===== src/rtl/age_ordered_rs.sv =====
// Reservation station with CDB wakeup, age-matrix oldest-first select,
// full flush and selective kill of entries younger than a ROB kill point.
module age_ordered_rs #(
    parameter int NUM_SLOTS = 8,
    parameter int TAG_W     = 6,
    parameter int ROB_W     = 5,
    parameter int PAYLOAD_W = 72,
    parameter int NUM_CDB   = 2
) (
    input  logic                     clk,
    input  logic                     reset_n,
    input  logic                     disp_valid,
    output logic                     disp_ready,
    input  logic [TAG_W-1:0]         disp_src1_tag,
    input  logic                     disp_src1_rdy,
    input  logic [TAG_W-1:0]         disp_src2_tag,
    input  logic                     disp_src2_rdy,
    input  logic [TAG_W-1:0]         disp_dst_tag,
    input  logic [ROB_W-1:0]         disp_rob_tag,
    input  logic [PAYLOAD_W-1:0]     disp_payload,
    input  logic [NUM_CDB-1:0]       cdb_valid,
    input  logic [NUM_CDB*TAG_W-1:0] cdb_tag,
    output logic                     issue_valid,
    input  logic                     issue_ready,
    output logic [TAG_W-1:0]         issue_src1_tag,
    output logic [TAG_W-1:0]         issue_src2_tag,
    output logic [TAG_W-1:0]         issue_dst_tag,
    output logic [ROB_W-1:0]         issue_rob_tag,
    output logic [PAYLOAD_W-1:0]     issue_payload,
    input  logic                     flush,
    input  logic                     kill_valid,
    input  logic [ROB_W-1:0]         kill_rob_tag,
    input  logic [ROB_W-1:0]         rob_head,
    output logic [$clog2(NUM_SLOTS):0] occupancy
);

    localparam int IW = $clog2(NUM_SLOTS);
    localparam int OW = IW + 1;

    logic [NUM_SLOTS-1:0] valid_q, valid_d;
    logic [NUM_SLOTS-1:0] s1r_q, s1r_d;
    logic [NUM_SLOTS-1:0] s2r_q, s2r_d;
    logic [NUM_SLOTS-1:0] age_q [NUM_SLOTS];
    logic [NUM_SLOTS-1:0] age_d [NUM_SLOTS];

    logic [TAG_W-1:0]     s1t_q [NUM_SLOTS];
    logic [TAG_W-1:0]     s2t_q [NUM_SLOTS];
    logic [TAG_W-1:0]     dst_q [NUM_SLOTS];
    logic [ROB_W-1:0]     rob_q [NUM_SLOTS];
    logic [PAYLOAD_W-1:0] pay_q [NUM_SLOTS];

    logic [NUM_SLOTS-1:0] runnable;
    logic [NUM_SLOTS-1:0] blocked;
    logic [NUM_SLOTS-1:0] freed;
    logic [NUM_SLOTS-1:0] live;
    logic [IW-1:0]        sel_idx;
    logic [IW-1:0]        free_idx;
    logic                 sel_found;
    logic                 free_found;
    logic                 sel_young;
    logic                 disp_young;
    logic                 fire;
    logic                 alloc;
    logic [OW-1:0]        occ;

    function automatic logic cdb_hit(
        input logic [TAG_W-1:0]         t,
        input logic [NUM_CDB-1:0]       v,
        input logic [NUM_CDB*TAG_W-1:0] tags
    );
        logic h;
        h = 1'b0;
        for (int k = 0; k < NUM_CDB; k++) begin
            if (v[k] && (tags[k*TAG_W +: TAG_W] == t)) h = 1'b1;
        end
        return h;
    endfunction

    // Ages are compared relative to the ROB head so wrap-around is handled.
    function automatic logic younger(
        input logic [ROB_W-1:0] rob,
        input logic [ROB_W-1:0] head,
        input logic [ROB_W-1:0] kill
    );
        logic [ROB_W-1:0] rel_e;
        logic [ROB_W-1:0] rel_k;
        rel_e = rob - head;
        rel_k = kill - head;
        return rel_e > rel_k;
    endfunction

    always_comb begin
        runnable  = valid_q & s1r_q & s2r_q;
        blocked   = '0;
        sel_idx   = '0;
        sel_found = 1'b0;
        for (int i = 0; i < NUM_SLOTS; i++) begin
            for (int j = 0; j < NUM_SLOTS; j++) begin
                if (runnable[j] && age_q[j][i]) blocked[i] = 1'b1;
            end
        end
        for (int i = 0; i < NUM_SLOTS; i++) begin
            if (!sel_found && runnable[i] && !blocked[i]) begin
                sel_idx   = IW'(i);
                sel_found = 1'b1;
            end
        end
    end

    always_comb begin
        free_idx   = '0;
        free_found = 1'b0;
        occ        = '0;
        for (int i = 0; i < NUM_SLOTS; i++) begin
            occ = occ + OW'(valid_q[i]);
            if (!free_found && !valid_q[i]) begin
                free_idx   = IW'(i);
                free_found = 1'b1;
            end
        end
    end

    assign occupancy  = occ;
    assign disp_ready = (occ != OW'(NUM_SLOTS));
    assign sel_young  = younger(rob_q[sel_idx], rob_head, kill_rob_tag);
    assign disp_young = younger(disp_rob_tag, rob_head, kill_rob_tag);

    assign issue_valid = sel_found && !flush && !(kill_valid && sel_young);
    assign fire        = issue_valid && issue_ready;
    assign alloc       = disp_valid && disp_ready && !flush
                      && !(kill_valid && disp_young);

    assign issue_src1_tag = s1t_q[sel_idx];
    assign issue_src2_tag = s2t_q[sel_idx];
    assign issue_dst_tag  = dst_q[sel_idx];
    assign issue_rob_tag  = rob_q[sel_idx];
    assign issue_payload  = pay_q[sel_idx];

    always_comb begin
        freed = '0;
        if (fire) freed[sel_idx] = 1'b1;
        for (int i = 0; i < NUM_SLOTS; i++) begin
            if (kill_valid && valid_q[i]
                && younger(rob_q[i], rob_head, kill_rob_tag)) begin
                freed[i] = 1'b1;
            end
        end
        live    = valid_q & ~freed;
        valid_d = flush ? '0 : live;
        s1r_d   = s1r_q;
        s2r_d   = s2r_q;
        age_d   = age_q;
        for (int i = 0; i < NUM_SLOTS; i++) begin
            if (cdb_hit(s1t_q[i], cdb_valid, cdb_tag)) s1r_d[i] = 1'b1;
            if (cdb_hit(s2t_q[i], cdb_valid, cdb_tag)) s2r_d[i] = 1'b1;
        end
        if (alloc) begin
            valid_d[free_idx] = 1'b1;
            s1r_d[free_idx]   = disp_src1_rdy
                             || cdb_hit(disp_src1_tag, cdb_valid, cdb_tag);
            s2r_d[free_idx]   = disp_src2_rdy
                             || cdb_hit(disp_src2_tag, cdb_valid, cdb_tag);
            age_d[free_idx]   = '0;
            for (int j = 0; j < NUM_SLOTS; j++) begin
                age_d[j][free_idx] = live[j];
            end
        end
    end

    always_ff @(posedge clk or negedge reset_n) begin
        if (!reset_n) begin
            valid_q <= '0;
            s1r_q   <= '0;
            s2r_q   <= '0;
            for (int i = 0; i < NUM_SLOTS; i++) begin
                age_q[i] <= '0;
                s1t_q[i] <= '0;
                s2t_q[i] <= '0;
                dst_q[i] <= '0;
                rob_q[i] <= '0;
                pay_q[i] <= '0;
            end
        end else begin
            valid_q <= valid_d;
            s1r_q   <= s1r_d;
            s2r_q   <= s2r_d;
            for (int i = 0; i < NUM_SLOTS; i++) begin
                age_q[i] <= age_d[i];
            end
            if (alloc) begin
                s1t_q[free_idx] <= disp_src1_tag;
                s2t_q[free_idx] <= disp_src2_tag;
                dst_q[free_idx] <= disp_dst_tag;
                rob_q[free_idx] <= disp_rob_tag;
                pay_q[free_idx] <= disp_payload;
            end
        end
    end

endmodule


===== config.mk =====
export PLATFORM = sky130hd
export DESIGN_NAME = age_ordered_rs
export DESIGN_NICKNAME = d
export VERILOG_FILES = /design/src/rtl/age_ordered_rs.sv
export SDC_FILE = /design/constraint.sdc
export NUM_CORES = 2
export LEC_CHECK = 0
export CAP_MARGIN = 0
export CORE_UTILIZATION = 53
export DETAILED_ROUTE_END_ITERATION = 7
export PLACE_DENSITY = 0.81
export SYNTH_ARGS = -nofsm -noshare
export SYNTH_HDL_FRONTEND = slang
export SYNTH_SLANG_ARGS = --single-unit
export TNS_END_PERCENT = 5

===== constraint.sdc =====
create_clock -name clk -period 17.1 [get_ports clk]
set_input_delay 3.42 -clock clk [delete_from_list [all_inputs] [get_ports clk]]
set_output_delay 3.42 -clock clk [all_outputs]
set_load 0.02 [all_outputs]

==> key figures <==
Synthesis
  – Ys Warns: 0
  – Primary FF master, synth: dfrtp_1
  – Synth async-reset ratio: 100%
  – Mapped Area: 42800 µm²
  – Post-Syn Instances: 4910
  – Library cells used by synthesis: 54
  – Post-synthesis register bit count: about 850
  – Syn nets: ~5000
  – Post-synth EDFFs: 0
  – Syn avg cell area: around 8.7 µm²
  – Sequential area share after synthesis: about half

Worst setup path
  – Crit path max fanout: 10
  – CP Launch Type: input pin
  – RR Startpoint: valid_q[4]
  – R2R depth: 24
  – Data required, critical path: ~14 ns
  – Reg2reg end: age_q[54]
  – Worst setup EP type: output port
  – CP arrival: 7.73 ns
  – Worst reg-to-reg setup slack: 9.76 ns
  – Worst setup path class: in -> out

Global route
  – Largest net degree at the start of global routing: 177
  – Tot GR Track Use: 32.3%
  – Antenna violations before repair: 6
  – First-pass GRT wire length: a little over 200000 µm
  – Vias in the first global route: 36400
  – Grt total ovfl: 0

Placed design
  – Placed cell count: 5844
  – Dpl hpwl: 75500 µm
  – GP Congestion: 0.954
  – Pre-CTS setup slack: 6.08 ns
  – Post-Place Cell Area: 45100 µm²
  – Port buffer count: about 230

Finish
  – Sequential Area: roughly 21000 µm²
  – # nets final: 5117
  – Area grow syn2layout: 12.3%
  – Design Area, Final: 48000 µm²
  – # fillers: 6564
  – Fraction of layout cells with a size suffix above 1: 6.36%
  – Finished Layout Cells: 6004
  – Multi-input combinational cell area: 19600 µm²

Power and ir drop
  – Comb pwr share: 27.0%
  – Leakage: 24.8 nW
  – Sw Share: 32.9%
  – Psw: 2.04 mW
  – Seq pwr share: 41.8%
  – Clock share of power: a little under a third
  – Max VDD drop: roughly 83 µV
  – P per Cell Area: 129 nW/µm²
  – Pint: around 4.2 mW

Clock network
  – CTS tree: built
  – Num CTS Buffers: 87
  – Clk sinks: 848
  – Hold-fix buffer count after cts: 0
  – Clk_lat worst skew: 0.67 ns
  – Deepest clock path buffer count: 3
  – Post-CTS setup buffers: 0
  – Clock root buffer: clkbuf_16
  – H-tree depth: 3
  – Post-cts resize count: 0
  – Worst-path clk slew: 0.06 ns

Timing
  – Rel. slew slack: 7.17%
  – Slew @ Worst Pin: roughly 1.4 ns
  – Crit path time final: 11.15 ns
  – Ratio of final minimum period to clock period: 65.2%
  – Fin. Hold Viols: 0
  – Min setup slack post-route: between 5 and 6 ns
  – Setup Total Neg Slack: 0 ns
  – Skew final: 0.0270 ns
  – Max-slew violation count: 0
  – Maximum clock rate: ~0.09 GHz
  – Setup violations, final: 0
  – Setup repair after global routing missed its margin: false
  – Worst hold slack: 0.471 ns

Detailed routing
  – DRC: 11
  – DRT iter0 DRCs: 4783
  – Via/cell ratio: 6.10
  – DR WL/cell: between 20 and 25 µm
  – TritonRoute pass-1 iters: 8
  – Final WL: 133000 µm
  – Post-detailed-route count of antenna-violating nets: 0
  – DR vias: around 37000

Min path
  – HP Class: reg -> reg
  – Hold path cells: 2
  – Hold-critical path endpoint: pay_q[19]
  – Min-delay src: pay_q[19]

Outcome
  – Run status: finished with violations
  – Failing checks: DRC

Flow run
  – Max-cap check violation count: 0

Die
  – Die Width: 286 µm
  – Core box area: between 70000 and 80000 µm²
  – Num rows: 103
  – Height of the die: 286 µm
  – Initial Util: between 50% and 60%
  – Top Ports: 228
  – Die ar.: about 82000 µm²
==> layout by cell type, fill, tap and decap left out, types with 90 or more instances in the layout <==
cell type,count
a221o_1,93
a222oi_1,95
a22oi_1,94
clkbuf_16,90
clkdlybuf4s50_1,226
dfrtp_1,848
ha_1,92
nand2_1,2363
xnor2_1,142
xor2_1,126
==> sequential cells by signal (all words and copies together) (netlist names), named ones only <==
| register | flops |
|---|---|
| s2r_q | 8 |
| valid_q | 8 |
| pay_q | 576 |
| s2t_q | 48 |
| dst_q | 48 |
| s1r_q | 8 |
| s1t_q | 48 |
| rob_q | 40 |
| age_q | 56 |
==> cell usage after synthesis (6+ instances only) <==
| library cell | count | area [µm²] |
|---|---|---|
| inv_1 | 67 | 251 |
| o21a_1 | 7 | 52.6 |
| nand2_1 | 2370 | 8900 |
| fa_1 | 15 | 300 |
| buf_2 | 10 | 50.1 |
| nor2_1 | 25 | 93.8 |
| xnor2_1 | 142 | 1240 |
| a222oi_1 | 95 | 951 |
| o221ai_1 | 7 | 61.3 |
| ha_1 | 92 | 1150 |
| xor2_1 | 126 | 1100 |
| mux2_2 | 55 | 619 |
| and2_1 | 18 | 113 |
| a221o_1 | 93 | 931 |
| o21ai_0 | 77 | 385 |
| clkbuf_1 | 270 | 1010 |
| nand2b_1 | 9 | 56.3 |
| a21o_1 | 29 | 218 |
| nand3_1 | 25 | 125 |
| nor4_1 | 52 | 325 |
| nor3_1 | 10 | 50.1 |
| a22o_1 | 39 | 342 |
| nor2b_1 | 9 | 56.3 |
| and3_1 | 8 | 50.1 |
| buf_4 | 78 | 586 |
| a21oi_1 | 56 | 280 |
| mux2_4 | 35 | 526 |
| a22oi_1 | 95 | 713 |
| dfrtp_1 | 848 | 21200 |
| nand4_1 | 62 | 388 |
| a21boi_0 | 6 | 45.0 |
| buf_1 | 30 | 113 |
==> area by class of cell <==
class / instances / area share [%]
clock buffers: 135 / 5.60
clock inverters: 21 / 0.477
inverters: 67 / 0.523
multi-input cells: 3599 / 40.9
well taps: 1050 / 2.73
repair buffers: 280 / 5.62
flip-flops and latches: 848 / 44.2
diodes: 4 / 0.0208
==> worst max path at each step <==
stage               depth (start not counted)     endpoint       startpoint  slack, ns
floorplan                                   9  issue_valid      rob_head[1]       7.37
global placement                           14  issue_valid  kill_rob_tag[0]       6.12
detailed placement                         14  issue_valid  kill_rob_tag[0]       6.08
CTS                                        14  issue_valid  kill_rob_tag[0]       6.08
global route                               14  issue_valid  kill_rob_tag[0]       5.84
finish                                     14  issue_valid  kill_rob_tag[0]       5.95
==> metal layers <==
layer  up-vias  share of wire (%)  global-route usage (%)
met2      2279                 47                    51.7
met5         -              0.017                       0
met3       371                 10                    5.79
met1     17900                 38                    42.8
met4         4                4.2                    14.8
li1      16100                  -                       -
==> cell families after synthesis <==
group                      after synthesis  share of synthesized area [%]
AOI/OAI and AO/OA                      529                           9.86
xor gates and xnor gates               268                           5.48
adders and majority gates              107                           3.39
buffers and inverters                  463                           4.87
DFF                                    848                           49.6
muxes                                   94                           2.77
and+or+nand+nor                       2601                           24.0
==> critical path, cell delays in order <==
cell             delay (ns)
clkdlybuf4s50_1        0.79
inv_1                  0.10
ha_1                   0.21
inv_1                  0.08
fa_1                   0.20
a21o_1                 0.12
a21oi_1                0.08
xnor2_1                0.94
ha_1                   0.41
nand3_1                0.07
o21ai_0                0.09
a221o_1                0.44
a21boi_0               0.16
clkdlybuf4s50_1        0.59
==> through the flow <==
stage,power (mW),util [%]
6_report,6.22,60.5
4_1_cts,6.21,60.5
3_5_place_dp,4.27,56.8
3_3_place_gp,4.22,56.8
5_1_grt,6.49,60.5
2_1_floorplan,3.61,-
==> power by group through the flow <==
stage / clock (mW) / combinational, mW / sequential (mW)
CTS: 1.96 / 1.67 / 2.58
finish: 1.94 / 1.68 / 2.60
floorplan: 0 / 1.07 / 2.54
global placement: 0 / 1.62 / 2.60
detailed placement: 0 / 1.65 / 2.61
global route: 2.04 / 1.82 / 2.63
No activity file was read; power rests on OpenSTA's default activity.
